## config.mk

```make
export PLATFORM = sky130hd
export DESIGN_NAME = rr_arbiter_4
export DESIGN_NICKNAME = d
export VERILOG_FILES = /design/src/rtl/arb_pkg.sv /design/src/rtl/decoder_2to4.sv /design/src/rtl/rr_arbiter_4.sv
export SDC_FILE = /design/constraint.sdc
export NUM_CORES = 1
export LEC_CHECK = 0
export BUFFER_PORTS_ARGS = -buffer_cell sky130_fd_sc_hd__buf_2
export CORE_UTILIZATION = 45
export DETAILED_ROUTE_END_ITERATION = 16
export HOLD_SLACK_MARGIN = 0.02
export PLACE_DENSITY = 0.67
export REMOVE_ABC_BUFFERS = 1
export SLEW_MARGIN = 25
export SYNTH_ARGS = -nofsm -noshare
export SYNTH_HDL_FRONTEND = slang
export SYNTH_SLANG_ARGS = --single-unit
export TNS_END_PERCENT = 10
```

## constraint.sdc

```tcl
create_clock -name clk -period 1.5 [get_ports clk]
set_input_delay 0.075 -clock clk [delete_from_list [all_inputs] [get_ports clk]]
set_output_delay 0.075 -clock clk [all_outputs]
set_load 0.005 [all_outputs]
```

## src/rtl/arb_pkg.sv

```systemverilog
// rtl/arb_pkg.sv - shared arbiter state encoding and client count
package arb_pkg;

    localparam int NUM_CLIENTS = 4;

    typedef enum logic [1:0] {
        ST_IDLE  = 2'd0,
        ST_GRANT = 2'd1,
        ST_GAP   = 2'd2
    } state_e;

endpackage

```

## src/rtl/decoder_2to4.sv

```systemverilog
// rtl/decoder_2to4.sv - 2-to-4 one-hot decoder with enable
module decoder_2to4 (
    input  logic [1:0] a,
    input  logic       en,
    output logic [3:0] y
);

    assign y = en ? (4'b0001 << a) : 4'b0000;

endmodule

```

## src/rtl/rr_arbiter_4.sv

```systemverilog
// rtl/rr_arbiter_4.sv - four-client round-robin arbiter with hold timeout and turnaround gap
module rr_arbiter_4
    import arb_pkg::*;
#(
    parameter int MAX_HOLD = 16
) (
    input  logic       clk,
    input  logic       rst,
    input  logic [3:0] req,
    output logic [3:0] gnt,
    output logic [1:0] gnt_id,
    output logic       gnt_valid,
    output logic       timeout
);

    localparam int CW = $clog2(MAX_HOLD);

    state_e        state_q;
    logic [1:0]    gnt_id_q;
    logic [1:0]    last_id_q;
    logic          gnt_valid_q;
    logic          timeout_q;
    logic [CW-1:0] hold_cnt_q;
    logic [1:0]    winner_d;
    logic          hold_last;

    // First requester strictly after the previous winner, wrapping mod 4.
    function automatic logic [1:0] pick_winner(input logic [3:0] r, input logic [1:0] last);
        logic [1:0] idx;
        logic [1:0] win;
        logic       found;
        win   = last;
        found = 1'b0;
        for (int i = 1; i <= NUM_CLIENTS; i++) begin
            idx = last + 2'(i);
            if (!found && r[idx]) begin
                win   = idx;
                found = 1'b1;
            end
        end
        return win;
    endfunction

    always_comb begin
        winner_d  = pick_winner(req, last_id_q);
        hold_last = (hold_cnt_q == CW'(MAX_HOLD - 1));
    end

    always_ff @(posedge clk or posedge rst) begin
        if (rst) begin
            state_q     <= ST_IDLE;
            gnt_id_q    <= 2'd0;
            last_id_q   <= 2'd3;
            gnt_valid_q <= 1'b0;
            timeout_q   <= 1'b0;
            hold_cnt_q  <= '0;
        end else begin
            timeout_q <= 1'b0;
            case (state_q)
                ST_IDLE, ST_GAP: begin
                    if (|req) begin
                        state_q     <= ST_GRANT;
                        gnt_id_q    <= winner_d;
                        last_id_q   <= winner_d;
                        gnt_valid_q <= 1'b1;
                        hold_cnt_q  <= '0;
                    end else begin
                        state_q <= ST_IDLE;
                    end
                end
                ST_GRANT: begin
                    // Release takes precedence over the hold limit.
                    if (!req[gnt_id_q]) begin
                        state_q     <= ST_GAP;
                        gnt_valid_q <= 1'b0;
                    end else if (hold_last) begin
                        state_q     <= ST_GAP;
                        gnt_valid_q <= 1'b0;
                        timeout_q   <= 1'b1;
                    end else begin
                        hold_cnt_q <= hold_cnt_q + 1'b1;
                    end
                end
                default: begin
                    state_q     <= ST_IDLE;
                    gnt_valid_q <= 1'b0;
                end
            endcase
        end
    end

    assign gnt_id    = gnt_id_q;
    assign gnt_valid = gnt_valid_q;
    assign timeout   = timeout_q;

    decoder_2to4 u_dec (
        .a  (gnt_id_q),
        .en (gnt_valid_q),
        .y  (gnt)
    );

endmodule

```

Word-level counts from Yosys, hierarchy flattened

Cells that the tools add are included.

Add/subtract/negate cells: 4
$lt $le $gt $ge: 5
Equal/unequal tests: 7
Shift operators: 1
Muxes and demuxes: 33
Reduce and logical (&&, ||, !) cells: 13

Operators with widths:

| cell                | number |
|---|---|
| $mux 4              | 4 |
| $lt 2x3->1 const B  | 5 |
| $mux 1              | 15 |
| $mux 2              | 6 |
| $bmux 1 s2          | 5 |
| $pmux 4 s2          | 1 |
| $ne 2x2->1 const B  | 3 |
| $add 2x2->2 const B | 2 |
| $add 4x1->4 const B | 1 |
| $eq 4x4->1 const B  | 1 |
| $pmux 2 s2          | 1 |
| $reduce_and 2->1    | 2 |
| $reduce_and 4->1    | 1 |
| $reduce_or 4->1     | 1 |
| $shl 1x2->4 const A | 1 |
| $logic_and 1x1->1   | 3 |
| $logic_not 1->1     | 3 |
| $ne 3x3->1 const B  | 1 |
| $add 2x1->2 const B | 1 |
| $eq 2x1->1 const B  | 1 |
| $eq 2x2->1 const B  | 1 |
| $logic_not 2->1     | 1 |
| $pmux 1 s2          | 1 |
| $reduce_bool 2->1   | 1 |
| $reduce_or 2->1     | 1 |

Register bits: 12
Input bits: 6
Output and inout bits: 8

Depth between registers and ports, before layout

Depth after elaboration: 13
Gate-level depth with buffers: 5

Modules after synthesis

A second synthesis with hierarchy kept.

Cell total of the unflattened synthesis: 69
Area total of the unflattened synthesis: 688.2 µm²

Modules (own cells, without submodules):

| module       | instances | cells each | area an instance (µm²) | seq. area each (µm²) |
|---|---|---|---|---|
| rr_arbiter_4 | 1         | 65         | 650.6                  | 302.8 |
| decoder_2to4 | 1         | 4          | 37.5                   | 0.0 |

Worst setup path before layout

Ideal clock, no wire load.

Path kind: register to register
From: register last_id_q[0]
To: register gnt_id_q[1] (netlist: gnt_id[1])
Setup time: 119 ps
Arrival time: 1337 ps
Path slack: 45 ps
Cell stages (with the launch flop): 6
Buffers on the path: 1
Period minus slack after synthesis: 1455 ps
Cells stage by stage: dfstp_2 buf_6 or3b_1 a2111oi_2 a311o_1 nand2_1

Longest elaborated chain between the ends: 13
Elaborated cells between the ends (all ways): 24
Those cells by class: add/sub: 3; mux: 15; reduce/logical: 6

Ends and longest elaborated chain:

| element                      | line               | text |
|---|---|---|
| start: declaration           | rr_arbiter_4.sv:20 | `logic [1:0] last_id_q;` |
| start signal: assignment     | rr_arbiter_4.sv:64 | `last_id_q <= winner_d;` |
| $add 2x1->2                  | rr_arbiter_4.sv:35 | `idx = last + 2'(i);` |
| $bmux 1 s2                   | rr_arbiter_4.sv:36 | `if (!found && r[idx]) begin` |
| $mux 1 (not written as such) | rr_arbiter_4.sv:36 |  |
| $mux 1                       | rr_arbiter_4.sv:36 |  |
| $logic_not 1->1              | rr_arbiter_4.sv:36 |  |
| $logic_and 1x1->1            | rr_arbiter_4.sv:36 |  |
| $mux 1                       | rr_arbiter_4.sv:36 |  |
| $logic_not 1->1              | rr_arbiter_4.sv:36 |  |
| $logic_and 1x1->1            | rr_arbiter_4.sv:36 |  |
| $mux 1                       | rr_arbiter_4.sv:36 |  |
| $logic_not 1->1              | rr_arbiter_4.sv:36 |  |
| $logic_and 1x1->1            | rr_arbiter_4.sv:36 |  |
| $mux 2 *                     | rr_arbiter_4.sv:36 |  |
| end signal: assignment       | rr_arbiter_4.sv:63 | `gnt_id_q <= winner_d;` |
| end: declaration             | rr_arbiter_4.sv:19 | `logic [1:0] gnt_id_q;` |

Every way passes the cells marked *; elsewhere a longest branch is shown, timed or not. The select of a mux whose other input is x is not followed.
A chain may end at the register's enable or synchronous reset.

Worst setup path in the final report

Ends and elaborated chain as after synthesis.

==> summary.md <==
| Metric | Value |
|---|---|
| Clock power share | `11.4%` |
| Synth warn | `0` |
| Seq/Total Area, Yosys | `40.1%` |
| Synth top cells by count | `nor2_1 (11), dfrtp_1 (10), a21oi_1 (6), inv_1 (5)` |
| Antenna diodes | `0` |
| Global-route wire length before repair | `2.86 mm` |
| Finished Cell Area | `921 um^2` |
| Status | `complete, no violations` |
| Port buffer count | `13` |
| Top cell type's share of synthesized area | `33.1%` |
| Top Ports | `14` |
| Initial antenna violation count | `0` |
| Startpoint class of the critical path | `register` |
| Most frequent cell after synthesis | `nor2_1` |
| Total power | `0.00171 W` |
| Worst VDD drop | `0.00125 V` |
| Setup bufs post-CTS | `0` |
| Via count | `669` |
| Post-synthesis async set-or-reset flop share | `100%` |
| Netlist cell types | `37` |
| Core Rows | `14` |
| TritonRoute pass-1 iters | `4` |
| Post-layout utilization of the core | `59.7%` |
| Largest net degree at the start of global routing | `13` |
| Pwr/cell area | `1860 mW/mm^2` |
| Post-Synthesis Cells | `81` |
| WL per Instance | `14.3 um` |
| Final Max Slew Viols | `0` |
| Leading post-synthesis cells by cell area | `dfrtp_1 (33%), dfstp_2 (7.0%), nor2_1 (5.5%), a21oi_1 (4.0%), a2bb2oi_4 (3.5%)` |
| Max_slew headroom | `69.7%` |
| Main synth FF type | `dfrtp_1` |
| Minimum clock period | `1.44 ns` |
| Biggest cell delay along the critical path | `0.41 ns` |
| Setup Viol. Count Final | `0` |
| Synth Register Bits | `12` |
| Skew-Pair Late Insertion Delay | `0.27 ns` |
| Combinational share of power | `53.6%` |
| Dpl cell area | `865 um^2` |
| Worst-path clk slew | `0.08 ns` |
| CTS tree | `yes` |
| Fmax | `694 MHz` |
| Vias/cell | `5.72` |
| Placer Congestion | `0.842` |
| Synth-to-Final Area Change | `21.9%` |
| Most area-hungry cell type in the Yosys netlist | `dfrtp_1` |
| TritonCTS Buffers | `3` |
| P_leak | `0.415 nW` |
| Final period util | `96.1%` |
| H-tree levels | `1` |
| Worst EP arrival | `1.61 ns` |
| Critical-path top delay cell | `dfstp_2` |
| Worst setup path class | `register to register` |
| Chip width | `43.0 um` |
| Die area | `0.00185 mm^2` |
| Total of max-cap violations | `0` |
| Initial Util | `49.0%` |
| Core area | `0.00154 mm^2` |
| Crit. End Element | `register` |
| Mapped Area | `756 um^2` |
| Seq pwr share | `35.0%` |
| CTS Sinks | `12` |
| Tightest Pin Transition | `0.455 ns` |
| Final ANT Viol Nets | `0` |
| CP required | `1.67 ns` |
| Avg Cell Area, Syn | `9.33 um^2` |
| CP max FO | `9` |
| Layout cells sized above 1 | `31.7%` |
| RSZ-0062 raised after global routing | `true` |
| Max Root-Sink Buffers | `2` |
| Root Driver | `clkbuf_4` |
| Iter 0 DRT Violations | `32` |
| Crit path cell chain | `or3b_4, a2111oi_4, a311o_1, nand2_1` |
| Number of global-route vias before repair | `622` |
| Switching Share | `40.2%` |
| Int Power | `0.00103 W` |
| Post-synth EDFFs | `0` |
| GRT Total Usage | `21.9%` |
| Die span in y | `43.0 um` |
| WL final | `1.67 mm` |
| Final hold vios | `0` |
| Worst Skew | `0.00817 ns` |
| Net Sw Power | `0.000689 W` |
| DP Wirelength | `1.19 mm` |
| Nets | `110` |
| GR Overflow Total | `0` |
| Hold Path Class | `input port to register` |
| # DRC | `0` |
cells by family after synthesis:
kind of cell | Yosys count | share of synthesized area [%]
AOI/OAI and AO/OA | 27 | 27.5
adders and majority gates | 1 | 1.66
buffers and inverters | 8 | 5.30
DFF | 12 | 40.1
muxes | 3 | 4.14
and+or+nand+nor | 30 | 21.4
sequential cells by signal (all words and copies together) (netlist names):
name and cells:
gnt_id 2, gnt_valid 1, hold_cnt_q 4, last_id_q 2, state_q 2, timeout 1
layer usage:
| metal | track usage (%) | vias up | share of wire (%) |
|---|---|---|---|
| li1 | - | 341 | - |
| met1 | 28.8 | 302 | 46 |
| met2 | 33.6 | 24 | 46 |
| met3 | 7.66 | 2 | 6.5 |
| met4 | 7.27 | 0 | 1.1 |
| met5 | 0 | - | 0 |
critical path, delay by kind of cell, from the launching register on:
family,cells,cell delay [ns]
AO/OA/AOI/OAI,2,0.47
flip-flops,1,0.41
AND/OR/NAND/NOR,2,0.46
what timing repair did:
item,in CTS,in global routing
gates resized for setup,0,6
setup endpoints to repair,0,6
hold buffers,1,0
endpoints found under the hold margin,10,0
per-stage QoR:
stage	cells	hold slack, ns	setup slack (ns)	TNS, ns
after floorplan	78	-0.0617	0.0716	0
after global placement	113	0.111	0.0855	0
after detailed placement	113	0.103	0.0419	0
after CTS	117	0.227	0.0216	0
after global routing	117	0.278	-0.000559	-0.000559
final	117	0.250	0.0588	0
layout by cell type, fill, tap and decap left out, types with 2 or more instances in the layout:
| cell type | synthesis | layout |
|---|---|---|
| nand3b_1 | 2 | 2 |
| nand2b_1 | 2 | 2 |
| inv_1 | 5 | 5 |
| dfstp_2 | 2 | 2 |
| buf_4 | 0 | 6 |
| nand2_1 | 3 | 3 |
| dfrtp_1 | 10 | 9 |
| o21ai_0 | 3 | 3 |
| clkbuf_4 | 0 | 3 |
| nand3_1 | 2 | 2 |
| nor2_1 | 11 | 11 |
| buf_2 | 0 | 13 |
| o31ai_1 | 2 | 2 |
| mux2i_1 | 2 | 2 |
| a31oi_1 | 3 | 3 |
| a21oi_1 | 6 | 6 |
| nor2b_1 | 3 | 3 |
power by group through the flow:
stage | Clock [W] | Sequential [W] | Combinational, W
3_5_place_dp | 0 | 0.000593 | 0.000887
2_1_floorplan | 0 | 0.000614 | 0.000526
5_1_grt | 0.000214 | 0.000623 | 0.00101
3_3_place_gp | 0 | 0.000586 | 0.000875
4_1_cts | 0.000201 | 0.000588 | 0.000895
6_report | 0.000195 | 0.000601 | 0.000918
layout make-up:
| class | instances | area, um^2 |
|---|---|---|
| Fill cell | 133 | 621 |
| Multi-Input combinational cell | 61 | 435 |
| Sequential cell | 12 | 304 |
| Timing Repair Buffer | 20 | 120 |
| Clock buffer | 3 | 22.5 |
| Tap cell | 16 | 20.0 |
| Inverter | 5 | 18.8 |
worst paths after layout:
| kind | slack [ns] | to | from | cells past startpoint |
|---|---|---|---|---|
| setup / recovery | 0.06 | gnt_id[1] | last_id_q[0] | 4 |
| hold reg to reg | 0.52 | hold_cnt_q[0] | hold_cnt_q[0] | 1 |
| hold / removal | 0.25 | last_id_q[0] | req[2] | 4 |
| setup reg to reg | 0.06 | gnt_id[1] | last_id_q[0] | 4 |
| min in group asynchronous | 0.36 | hold_cnt_q[3] | rst | 3 |
| max in group asynchronous | 0.80 | last_id_q[0] | rst | 3 |
Power figures use the tool's default switching activity.
